--- src/rtl/gol_matrix_scan.sv ---
// LED matrix scanner for the Game-of-Life display path: double-buffers 8x8 board
// snapshots and time-multiplexes the active board one row at a time with blanking gaps.
module gol_matrix_scan #(
  parameter int ROWS  = 8,
  parameter int COLS  = 8,
  parameter int DWELL = 1024,
  parameter int BLANK = 16
) (
  input  logic                 clk,
  input  logic                 rst_n,
  input  logic                 enable,
  input  logic [ROWS*COLS-1:0] frame_in,
  input  logic                 frame_valid,
  output logic                 frame_ready,
  output logic [ROWS-1:0]      row_sel,
  output logic [COLS-1:0]      col_out,
  output logic                 frame_done
);

  localparam int CNT_MAX = (DWELL > BLANK) ? DWELL : BLANK;
  localparam int CW      = $clog2(CNT_MAX + 1);
  localparam int RW      = (ROWS > 1) ? $clog2(ROWS) : 1;

  localparam logic [CW-1:0] DWELL_LAST = CW'(DWELL - 1);
  localparam logic [CW-1:0] BLANK_LAST = CW'(BLANK - 1);
  localparam logic [RW-1:0] ROW_LAST   = RW'(ROWS - 1);

  localparam logic [1:0] ST_IDLE  = 2'd0;
  localparam logic [1:0] ST_SHOW  = 2'd1;
  localparam logic [1:0] ST_BLANK = 2'd2;

  logic [1:0]           r_state;
  logic [RW-1:0]        r_row;
  logic [CW-1:0]        r_cnt;
  logic [ROWS*COLS-1:0] r_shadow;
  logic [ROWS*COLS-1:0] r_active;
  logic                 r_shadow_full;
  logic                 r_have_frame;
  logic [ROWS-1:0]      r_row_sel;
  logic [COLS-1:0]      r_col_out;
  logic                 r_frame_done;

  logic [1:0]           w_state_nxt;
  logic [RW-1:0]        w_row_nxt;
  logic [CW-1:0]        w_cnt_nxt;
  logic                 w_swap;
  logic                 w_done_nxt;
  logic                 w_accept;
  logic [ROWS*COLS-1:0] w_src;
  logic [ROWS-1:0]      w_row_sel_nxt;
  logic [COLS-1:0]      w_col_nxt;

  // Ready comes straight from the shadow flag, so frame_valid never loops back into it.
  assign frame_ready = ~r_shadow_full;
  assign w_accept    = frame_valid & ~r_shadow_full;

  always_comb begin
    // NOTE: every variable gets a default before the case so no path can infer a latch.
    w_state_nxt = r_state;
    w_row_nxt   = r_row;
    w_cnt_nxt   = r_cnt;
    w_swap      = 1'b0;
    w_done_nxt  = 1'b0;

    if (!enable) begin
      w_state_nxt = ST_IDLE;
      w_row_nxt   = '0;
      w_cnt_nxt   = '0;
    end else begin
      case (r_state)
        ST_IDLE: begin
          if (r_shadow_full) begin
            w_swap      = 1'b1;
            w_state_nxt = ST_SHOW;
            w_row_nxt   = '0;
            w_cnt_nxt   = '0;
          end else if (r_have_frame) begin
            w_state_nxt = ST_SHOW;
            w_row_nxt   = '0;
            w_cnt_nxt   = '0;
          end
        end
        ST_SHOW: begin
          if (r_cnt == DWELL_LAST) begin
            w_state_nxt = ST_BLANK;
            w_cnt_nxt   = '0;
          end else begin
            w_cnt_nxt = r_cnt + 1'b1;
          end
        end
        ST_BLANK: begin
          if (r_cnt == BLANK_LAST) begin
            w_state_nxt = ST_SHOW;
            w_cnt_nxt   = '0;
            if (r_row == ROW_LAST) begin
              w_row_nxt  = '0;
              w_done_nxt = 1'b1;
              w_swap     = r_shadow_full;
            end else begin
              w_row_nxt = r_row + 1'b1;
            end
          end else begin
            w_cnt_nxt = r_cnt + 1'b1;
          end
        end
        default: begin
          w_state_nxt = ST_IDLE;
          w_row_nxt   = '0;
          w_cnt_nxt   = '0;
        end
      endcase
    end
  end

  // On a swap edge the active buffer is not yet updated, so row data comes from the shadow.
  assign w_src = w_swap ? r_shadow : r_active;

  always_comb begin
    w_row_sel_nxt = '0;
    w_col_nxt     = '0;
    if (w_state_nxt == ST_SHOW) begin
      w_row_sel_nxt = ROWS'(1) << w_row_nxt;
      w_col_nxt     = w_src[int'(w_row_nxt)*COLS +: COLS];
    end
  end

  // NOTE: the frame buffers are plain registers, so they are cleared by reset like any other state.
  always_ff @(posedge clk or negedge rst_n) begin
    if (!rst_n) begin
      r_shadow      <= '0;
      r_active      <= '0;
      r_shadow_full <= 1'b0;
      r_have_frame  <= 1'b0;
    end else begin
      // NOTE: non-blocking assignments keep every register sampling pre-edge values.
      if (w_accept) begin
        r_shadow      <= frame_in;
        r_shadow_full <= 1'b1;
      end else if (w_swap) begin
        r_shadow_full <= 1'b0;
      end
      if (w_swap) begin
        r_active     <= r_shadow;
        r_have_frame <= 1'b1;
      end
    end
  end

  always_ff @(posedge clk or negedge rst_n) begin
    if (!rst_n) begin
      r_state      <= ST_IDLE;
      r_row        <= '0;
      r_cnt        <= '0;
      r_row_sel    <= '0;
      r_col_out    <= '0;
      r_frame_done <= 1'b0;
    end else begin
      r_state      <= w_state_nxt;
      r_row        <= w_row_nxt;
      r_cnt        <= w_cnt_nxt;
      r_row_sel    <= w_row_sel_nxt;
      r_col_out    <= w_col_nxt;
      r_frame_done <= w_done_nxt;
    end
  end

  assign row_sel    = r_row_sel;
  assign col_out    = r_col_out;
  assign frame_done = r_frame_done;

endmodule

--- config.mk ---
export PLATFORM = sky130hd
export DESIGN_NAME = gol_matrix_scan
export DESIGN_NICKNAME = d
export VERILOG_FILES = /design/src/rtl/gol_matrix_scan.sv
export SDC_FILE = /design/constraint.sdc
export NUM_CORES = 1
export LEC_CHECK = 0
export ABC_AREA = 1
export CORE_MARGIN = 3
export CORE_UTILIZATION = 56
export DETAILED_ROUTE_END_ITERATION = 6
export PLACE_DENSITY = 0.8
export REMOVE_ABC_BUFFERS = 1
export SLEW_MARGIN = 20
export SYNTH_ARGS = -nofsm -noshare
export SYNTH_HDL_FRONTEND = slang
export SYNTH_SLANG_ARGS = --single-unit
--- constraint.sdc ---
create_clock -name clk -period 3.3 [get_ports clk]
set_input_delay 0.66 -clock clk [delete_from_list [all_inputs] [get_ports clk]]
set_output_delay 0.66 -clock clk [all_outputs]
set_load 0.1 [all_outputs]
==> impl.org, run 1 <==
** Global routing
- Entering global routing, the biggest net connects between 80 and 90 pins.
- Global Route met3 Usage :: slightly above 6%
- For met1 alone, demand over resource in global routing was between 30% and 40%.
- The number of global-route vias before repair was about 5.6k.
- Global-route wire length before repair :: about 27000 um
- The number of antenna violations at the first check in global routing is 0.
- The layer flagged by global routing as most heavily used is met2.
- Total overflow reported by the global router :: 0
- For met2 alone, demand over resource in global routing was between 30% and 40%.
- Tot GR Track Use :: a little under a quarter

** Critical path
- Cell with the largest stage delay on the worst path :: buf_4
- Data required time at the worst endpoint :: roughly 3700 ps
- Broken down by cell family, the worst path's largest delay share belongs to simple AND/OR/NAND/NOR gates.
- The worst setup path is of the reg2reg kind.
- Among the stages of the critical path, the cell type that occurs most often is nand2_1.
- Stage delay of the slowest cell on the critical path :: between 400 and 500 ps
- The worst setup path is captured at a flop.
- Data arrives at the worst endpoint at ~2900 ps.
- Worst Setup Start Kind :: flop
- CP max FO :: 48
- Worst Path Buf+Inv :: 1
- The signal on the critical path passes through ha_1 > nand3_2 > nor2_1 > nand4_1 > nand2_2 > buf_4 > nand3_1 > nand3_1 > nand2_1 > nand2_1 > nand2_1 > nand2_1 > nand2_1 > nor2_1.

** Place
- Prior to clock tree synthesis, the placed netlist has a worst setup slack of between 800 and 900 ps.
- In this run the tool buffered the top-level ports with 85 buffer cells.
- DP Wirelength :: 9940 um
- Routability-driven placement finished with a final weighted congestion of roughly 0.9.
- Counting tap cells, the placed design contains a total of about 1.1k instances.

** Routing
- Via count :: ~5.7k
- In the final routed layout, each cell accounts on average for between 10 and 15 um.
- For this block, the initial DRC count from the detailed router was around 500.
- Dividing the detail-routed via count by the number of cells gives between 5 and 6.
- After detailed routing, the total wire length is ~16000 um.
- DRC :: 0
- Once detail routing completed, the nets flagged for antenna violations numbered 0.
- The first detailed-routing pass ran for 5 iterations.

** Layout
- The finished layout holds between 1k and 1.5k standard cells, fillers aside.
- Fillers :: 967
- Signed area change from the synthesized netlist to the final layout :: 20.4%
- Fin nets :: just under 1k
- The repair_antennas step left the layout with diodes totalling 0.
- Ratio of cells with drive above 1 in the final layout :: between 10% and 20%

** STA
- The worst path needs around 2500 ps of the cycle, external delays included.
- Setup repair after global routing left no endpoint under its margin.
- Final setup vio count :: 0
- Final hold analysis gives a worst-case slack of around 230 ps.
- Setup slack after layout :: ~800 ps
- Normalized max-slew margin :: a little over a third
- Worst clock skew on the final layout :: about 11 ps
- Final hold violations :: 0
- The total count of max-transition violations in the final report was 0.
- For the pin with the worst max-slew slack, the measured transition is 954 ps.
- Part of the cycle the worst path needs :: 75.7%
- For the final routed database, the setup TNS stands at 0 ps.
- Static timing analysis puts the maximum clock frequency at roughly 0.4 GHz.

** Synth
- In the synthesized netlist the dominant register cell turns out to be dfrtp_1.
- Mean cell area of the mapped netlist :: slightly below 9 sq um
- Area leader, netlist :: dfrtp_1
- Synthesis produced a netlist whose cell count is around 840.
- By instance count, the leading cell after synthesis is nand2_1.
- Number of flops mapped to enable cells by yosys :: 0
- In the synthesized netlist the async set-or-reset flop fraction comes to 100%.
- In the post-synthesis netlist, the biggest area contributors are dfrtp_1 (54%), nand2_1 (12%), mux2_2 (7.2%), nand3_1 (6.5%), inv_1 (5.1%).
- Summing the sequential cell areas from Yosys gives approximately 54% of the chip area.
- Yosys printed 0 warnings.
- The number of different library cells used by synthesis comes to 34.
- Ranking of synthesized cells by instance count :: nand2_1 (236), dfrtp_1 (163), inv_1 (101)
- After synthesis the netlist holds a flip-flop and latch count of approximately 160.
- After synthesis the cells add up to ~7500 sq um.
- In this run the biggest area consumer among cell types represents a little over half of the synthesized area.

** Power and ir drop
- The worst-case IR drop observed on VDD is roughly 0.45 mV.
- Combinational group share of total power :: 22.0%
- Leakage :: 4.66 nW
- Switch share :: about 30%
- Internal power :: 4.38 mW
- Clock group share of total power :: between 30% and 40%
- The analysis attributes to net switching a power of around 1.9 mW.
- Sequential power share :: a little over two fifths
- Power spread over the standard cell area amounts to between 600 and 700 nW/um^2.

** Clock network
- Clock latency at the later pin of the worst-skew pair :: 430 ps
- After clock tree synthesis, the clock-pin slew on the worst setup and hold paths is around 60 ps.
- For this design, the sink count on the clock tree is approximately 160.
- Buffers inserted during clock tree synthesis total 17.
- After clock tree synthesis, the setup repair step added 0 buffers.
- Clock Tree Root :: clkbuf_16
- The clock passes through at most 2 buffers.
- Htree depth :: 4
- Number of buffers inserted by hold repair at cts :: 0
- Post-CTS sizing :: 0
- CTS tree :: built

** Outcome
- Outcome :: finished, final reports clean

** Floorplan
- Die outline height :: 122 um
- For this configuration, the core starts out at a cell density of between 50 and 60%.
- The region available for standard cell placement spans between 10000 and 15000 sq um.
- Number of rows created at floorplan :: 41
- The die covers 14800 sq um.
- The die is between 100 and 150 um wide.
- 86 I/O pins were placed.

** Run
- The tool flagged a number of max-cap violations equal to 0.

** Hold path
- The path class of the tightest hold or removal check is in2async.
path summary, 6_finish.rpt:
path | from | endpoint | slack (ps) | cells after the start
worst max-delay path | r_cnt[0] | col_out[0] | 800 | 14
worst min-delay path | rst_n | r_cnt[7] | 230 | 1
worst max register to register | r_cnt[0] | col_out[0] | 800 | 14
worst min register to register | r_active[29] | r_active[29] | 470 | 2
max in group asynchronous | rst_n | r_shadow[58] | 2220 | 2
min in group clk | r_active[29] | r_active[29] | 470 | 2
stage by stage:
step	util, %	total power, mW	cell area [sq um]
2_1_floorplan	-	3.69	7290
3_3_place_gp	65.1	4.07	8380
3_5_place_dp	65.1	4.12	8380
4_1_cts	70.2	6.30	9030
5_1_grt	70.2	6.62	9030
6_report	70.2	6.26	9030
registers in the layout, summed over array words and instances, names as in the netlist:
name / flops
r_active: 64
r_shadow: 64
r_cnt: 11
col_out: 8
row_sel: 8
r_row: 3
r_state: 2
frame_done: 1
r_have_frame: 1
r_shadow_full: 1
cells by family (layout without fill, tap and decap cells):
logic type      Yosys count  after routing  share of synthesized area (%)
mux                      48             48                           7.20
buf+inv                 143            229                           8.20
xor+xnor                  8              8                          0.934
simple gates            424            424                           24.7
compound gates           48             48                           3.45
flops                   163            163                           54.3
fa+ha+maj                 7              7                           1.17
metal layers:
metal / routed length, um / vias to the layer above
li1: - / 2800
met1: 7000 / 2738
met2: 7760 / 133
met3: 739 / 17
met4: 198 / 0
met5: 0 / -
cell usage in the layout (no fill, tap or decap), drive strengths merged, types with 2 or more instances in the layout:
| cell | synthesis | routed |
|---|---|---|
| mux2 | 48 | 48 |
| nand4 | 5 | 5 |
| nand2 | 244 | 244 |
| bufinv | 0 | 4 |
| nor2 | 65 | 65 |
| xor2 | 6 | 6 |
| buf | 28 | 26 |
| inv | 106 | 109 |
| dfrtp | 163 | 163 |
| nand3 | 104 | 104 |
| o21ai | 23 | 23 |
| and3 | 2 | 2 |
| clkinv | 0 | 3 |
| a21oi | 17 | 17 |
| nor3 | 3 | 3 |
| clkbuf | 9 | 19 |
| o22ai | 5 | 5 |
| xnor2 | 2 | 2 |
| clkdlybuf4s50 | 0 | 65 |
| clkinvlp | 0 | 3 |
| ha | 7 | 7 |
power by group through the flow:
stage	Sequential [mW]	Clock [mW]	Combinational (mW)
final	2.74	2.14	1.37
after global routing	2.79	2.26	1.57
after CTS	2.74	2.17	1.39
after detailed placement	2.77	0	1.35
after global placement	2.75	0	1.32
after floorplan	2.82	0	0.869
final cells by class:
class	count	area [sq um]	area share, %
sequential	163	4080	45.2
multi-input combinational	535	2820	31.2
timing repair buffer	91	872	9.65
clock buffer	19	453	5.01
inverter	106	398	4.40
tap	172	215	2.38
clock inverter	13	198	2.19
(Power assumes the default switching activity.)
==> run 2, diff against run 1 <==
Settings changed: CORE_UTILIZATION 56 to 51, PLACE_DENSITY 0.8 to 0.76.
Clock period 3.3 ns to 2.2 ns, I/O delays scaled along.
==> run 2 against run 1 <==
Cell area is 11% higher; core utilization rose by 0.52 points; maximum frequency up 14%; largest power group unchanged.
==> impl.org, run 2 (synthesis results as in run 1) <==
** Global routing
- Largest net degree at the start of global routing :: 62 (was 81)
- Global-route wire length before repair :: 27800 um (was 26600 um)
- The total global routing overflow was 0 (unchanged).
- The number of antenna violations at the first check in global routing came to 0 (unchanged).
- Via count of the first global-routing pass :: 5645 (was 5602)
- The aggregate global-route resource usage came to 21.4% (was 22.8%).

** Clock network
- Clock buffer count from CTS :: 17 (unchanged)
- The clock-pin slew reported for the worst setup and hold paths after clock tree synthesis came to 60 ps (about the same).
- The number of clock sinks was 163 (unchanged).
- The clock latency on the worst-skew pair was 420 ps (was 430 ps).
- The TritonCTS clock tree was built (unchanged).
- The library cell used as clock root buffer was clkbuf_16 (unchanged).
- Buffer levels on the longest clock path :: 2 (unchanged)
- The number of H-tree branching levels is 4 (unchanged).

** STA
- The measured slew at the worst slew-check pin was 384 ps (was 954 ps).
- Part of the cycle the worst path needs :: 99.4% (was 75.7%)
- The worst setup margin came to 13.8 ps (was 801 ps).
- The shortest period the worst path allows came to 2190 ps (was 2500 ps).
- The total count of max-transition violations in the final report was 0 (unchanged).
- Final hold violations :: 0 (unchanged)
- The normalized max-slew margin was 74.3% (was 36.4%).
- Setup repair after global routing missed its margin: true (was false).
- The setup TNS came to 0 ps (unchanged).
- The worst-case clock skew is 9.98 ps (was 10.9 ps).
- The final setup violation count was 0 (unchanged).
- F_max :: 0.457 GHz (was 0.400 GHz)

** Routing
- The count of unresolved DRC violations after routing was 0 (unchanged).
- The initial detailed-routing violation count came to 752 (was 501).
- Pre-Repair DR Iteration Count :: 5 (unchanged)
- Vias per cell :: 5.31 (was 5.18)
- The detailed-route wire length was 19400 um (was 15700 um).
- Number of nets with antenna violations after routing :: 0 (unchanged)
- Via count :: 6146 (was 5688)
- The detail-routed net length per standard cell was 16.7 um (was 14.3 um).

** Power and ir drop
- The leakage power summed over all cells is 5.09 nW (was 4.66 nW).
- The sum of internal, switching and leakage power is 9.72 mW (was 6.26 mW).
- The worst voltage drop across the vdd grid was 0.595 mV (was 0.451 mV).
- The power density relative to cell area was 972 nW/um^2 (was 693 nW/um^2).

** Place
- The detailed-placement wirelength estimate is 11200 um (was 9940 um).
- Post-Place Setup Slack :: 35.5 ps (was 841 ps)
- The last weighted congestion value of the routability-driven placer is 0.875 (was 0.884).
- The total of buffers placed on input and output ports is 85 (unchanged).
- Dpl cells :: 1103 (was 1067)

** Critical path
- The data required time of the worst path came to 2510 ps (was 3660 ps).
- Worst Setup Start Kind :: flop (unchanged)
- The critical path's most frequent cell is nand2_1 (unchanged).
- The number of gates on the worst path with buffers counted was 15 (was 14).
- Worst Path Buf+Inv :: 1 (unchanged)
- CP max FO :: 8 (was 48)
- Critical-path cell list :: ha_4 > nand3_4 > nor2_1 > nand4_1 > nand2_4 > nand2_8 > clkbuf_16 > nand2_1 > nand3_1 > nand2_1 > nand2_1 > nand2_1 > nand2_1 > nand2_1 > nor2_1 (was ha_1 > nand3_2 > nor2_1 > nand4_1 > nand2_2 > buf_4 > nand3_1 > nand3_1 > nand2_1 > nand2_1 > nand2_1 > nand2_1 > nand2_1 > nor2_1)
- The category of the worst setup path capture point is a flop (unchanged).
- The worst-case register-to-register setup slack came to 10 ps (was 800 ps).
- The critical path's top delay family is simple AND/OR/NAND/NOR gates (unchanged).
- Worst reg2reg path startpoint :: r_cnt[1] (was r_cnt[0])
- Worst Reg-to-Reg Cells :: 15 (was 14)
- The start-to-end type of the worst setup path is reg2reg (unchanged).
- The standard cell with the maximum stage delay on the critical path was dfrtp_1 (was buf_4).
- The biggest cell delay along the critical path was 430 ps (was 450 ps).
- The critical register-to-register path endpoint is col_out[5] (was col_out[0]).
- The arrival time reported for the critical path endpoint was 2500 ps (was 2860 ps).

** Layout
- The multi-input logic area was 3160 sq um (was 2820 sq um).
- Largest registers in the final layout :: r_active (64), r_shadow (64), r_cnt (11) (unchanged)
- Signed area change from the synthesized netlist to the final layout :: 33.2% (was 20.4%)
- Fin nets :: 1041 (was 989)
- The count of non-filler cells in the finished layout is 1158 (was 1099).
- The count of inserted antenna diode cells was 0 (unchanged).
- Area taken by flip-flops and latches :: 4080 sq um (unchanged)
- Most common cell after layout, fill and taps aside :: nand2_1 (unchanged)
- Ratio of cells with drive above 1 in the final layout :: 24.8% (was 14.5%)
- Most frequent cells in the layout: nand2_1 (209), dfrtp_1 (163), inv_1 (99), nand3_1 (86), clkdlybuf4s50_1 (65) (was nand2_1 (235), dfrtp_1 (163), inv_1 (101), nand3_1 (98), clkdlybuf4s50_1 (65)).
- The fill cell total of the finished layout was 972 (was 967).

** Floorplan
- The die boundary width came to 127 um (was 122 um).
- Initial standard-cell utilization of the core :: 53.0% (was 58.3%)
- Number of rows created at floorplan :: 43 (was 41)
- Core footprint :: 14100 sq um (was 12900 sq um)
- Overall die area :: 16200 sq um (was 14800 sq um)
- The die extent in y is 127 um (was 122 um).
- The total I/O pin count is 86 (unchanged).

** Outcome
- Outcome :: finished, final reports clean (unchanged)

** Hold path
- The startpoint identified for the worst hold timing path is enable.
- The class of the worst hold path is in2reg (was in2async).
- Worst Hold Path EP :: frame_done
- Worst hold path cell count :: 3

** Run
- The count of maximum capacitance violations was 0 (unchanged).
run 2: cell count changes in the layout (fill, tap and decap cells not counted), sizes merged:
cell         previous run  this run
buf                    26        70
clkbuf                 19        30
dlygate4sd3             0         1
clkinvlp                3         0
inv                   109       108
bufinv                  4         3
run 2: where the power goes:
group	internal (mW)	leakage, nW	switching [mW]
sequential	3.80	1.95	0.389
combinational	1.00	2.84	1.44
clock	1.90	0.304	1.18
run 2: timing repair:
item                                   CTS  global route
endpoints found under the hold margin   27             0
gates cloned                             0            10
pin swaps                                0            23
setup buffers                            0            13
setup endpoints to repair                1            24
hold buffers                             1             0
resized for setup                        1            85
run 2: area by class of cell:
cell class | instances | area share [%]
Sequential cell | 163 | 40.8
Multi-Input combinational cell | 535 | 31.6
Timing Repair Buffer | 143 | 15.3
Clock buffer | 23 | 4.88
Inverter | 106 | 4.00
Tap cell | 180 | 2.25
Clock inverter | 8 | 1.23
run 2: worst reg2reg max path, stage by stage (launching register included):
cell and delay (ps):
dfrtp_1 430, ha_4 180, nand3_4 100, nor2_1 110, nand4_1 160, nand2_4 180
nand2_8 140, clkbuf_16 200, nand2_1 100, nand3_1 110, nand2_1 100, nand2_1 60
nand2_1 60, nand2_1 40, nand2_1 70, nor2_1 40
run 2: layer usage:
| metal | GRT usage (%) | up-vias | share of wire [%] | wire (um) |
|---|---|---|---|---|
| li1 | - | 2896 | - | - |
| met1 | 28.5 | 2965 | 42 | 8080 |
| met2 | 35.1 | 250 | 50 | 9690 |
| met3 | 5.31 | 35 | 6.3 | 1210 |
| met4 | 6.18 | 0 | 1.9 | 373 |
| met5 | 0 | - | 0 | 0 |
run 2: per-stage QoR:
stage / hold slack (ps) / instance area [sq um] / utilization [%]
after floorplan: 144 / 7290 / -
after global placement: 349 / 8700 / 61.5
after detailed placement: 353 / 8700 / 61.5
after CTS: 342 / 9330 / 65.9
after global routing: 394 / 10000 / 70.7
final: 393 / 10000 / 70.7
run 2: how the worst max path moves through the flow:
stage                        startpoint          end
after floorplan           r_shadow_full  r_shadow[0]
after global placement         r_row[1]   col_out[1]
after detailed placement       r_cnt[1]   col_out[0]
after CTS                      r_row[1]   col_out[1]
after global routing           r_cnt[1]   col_out[5]
final                          r_cnt[1]   col_out[5]
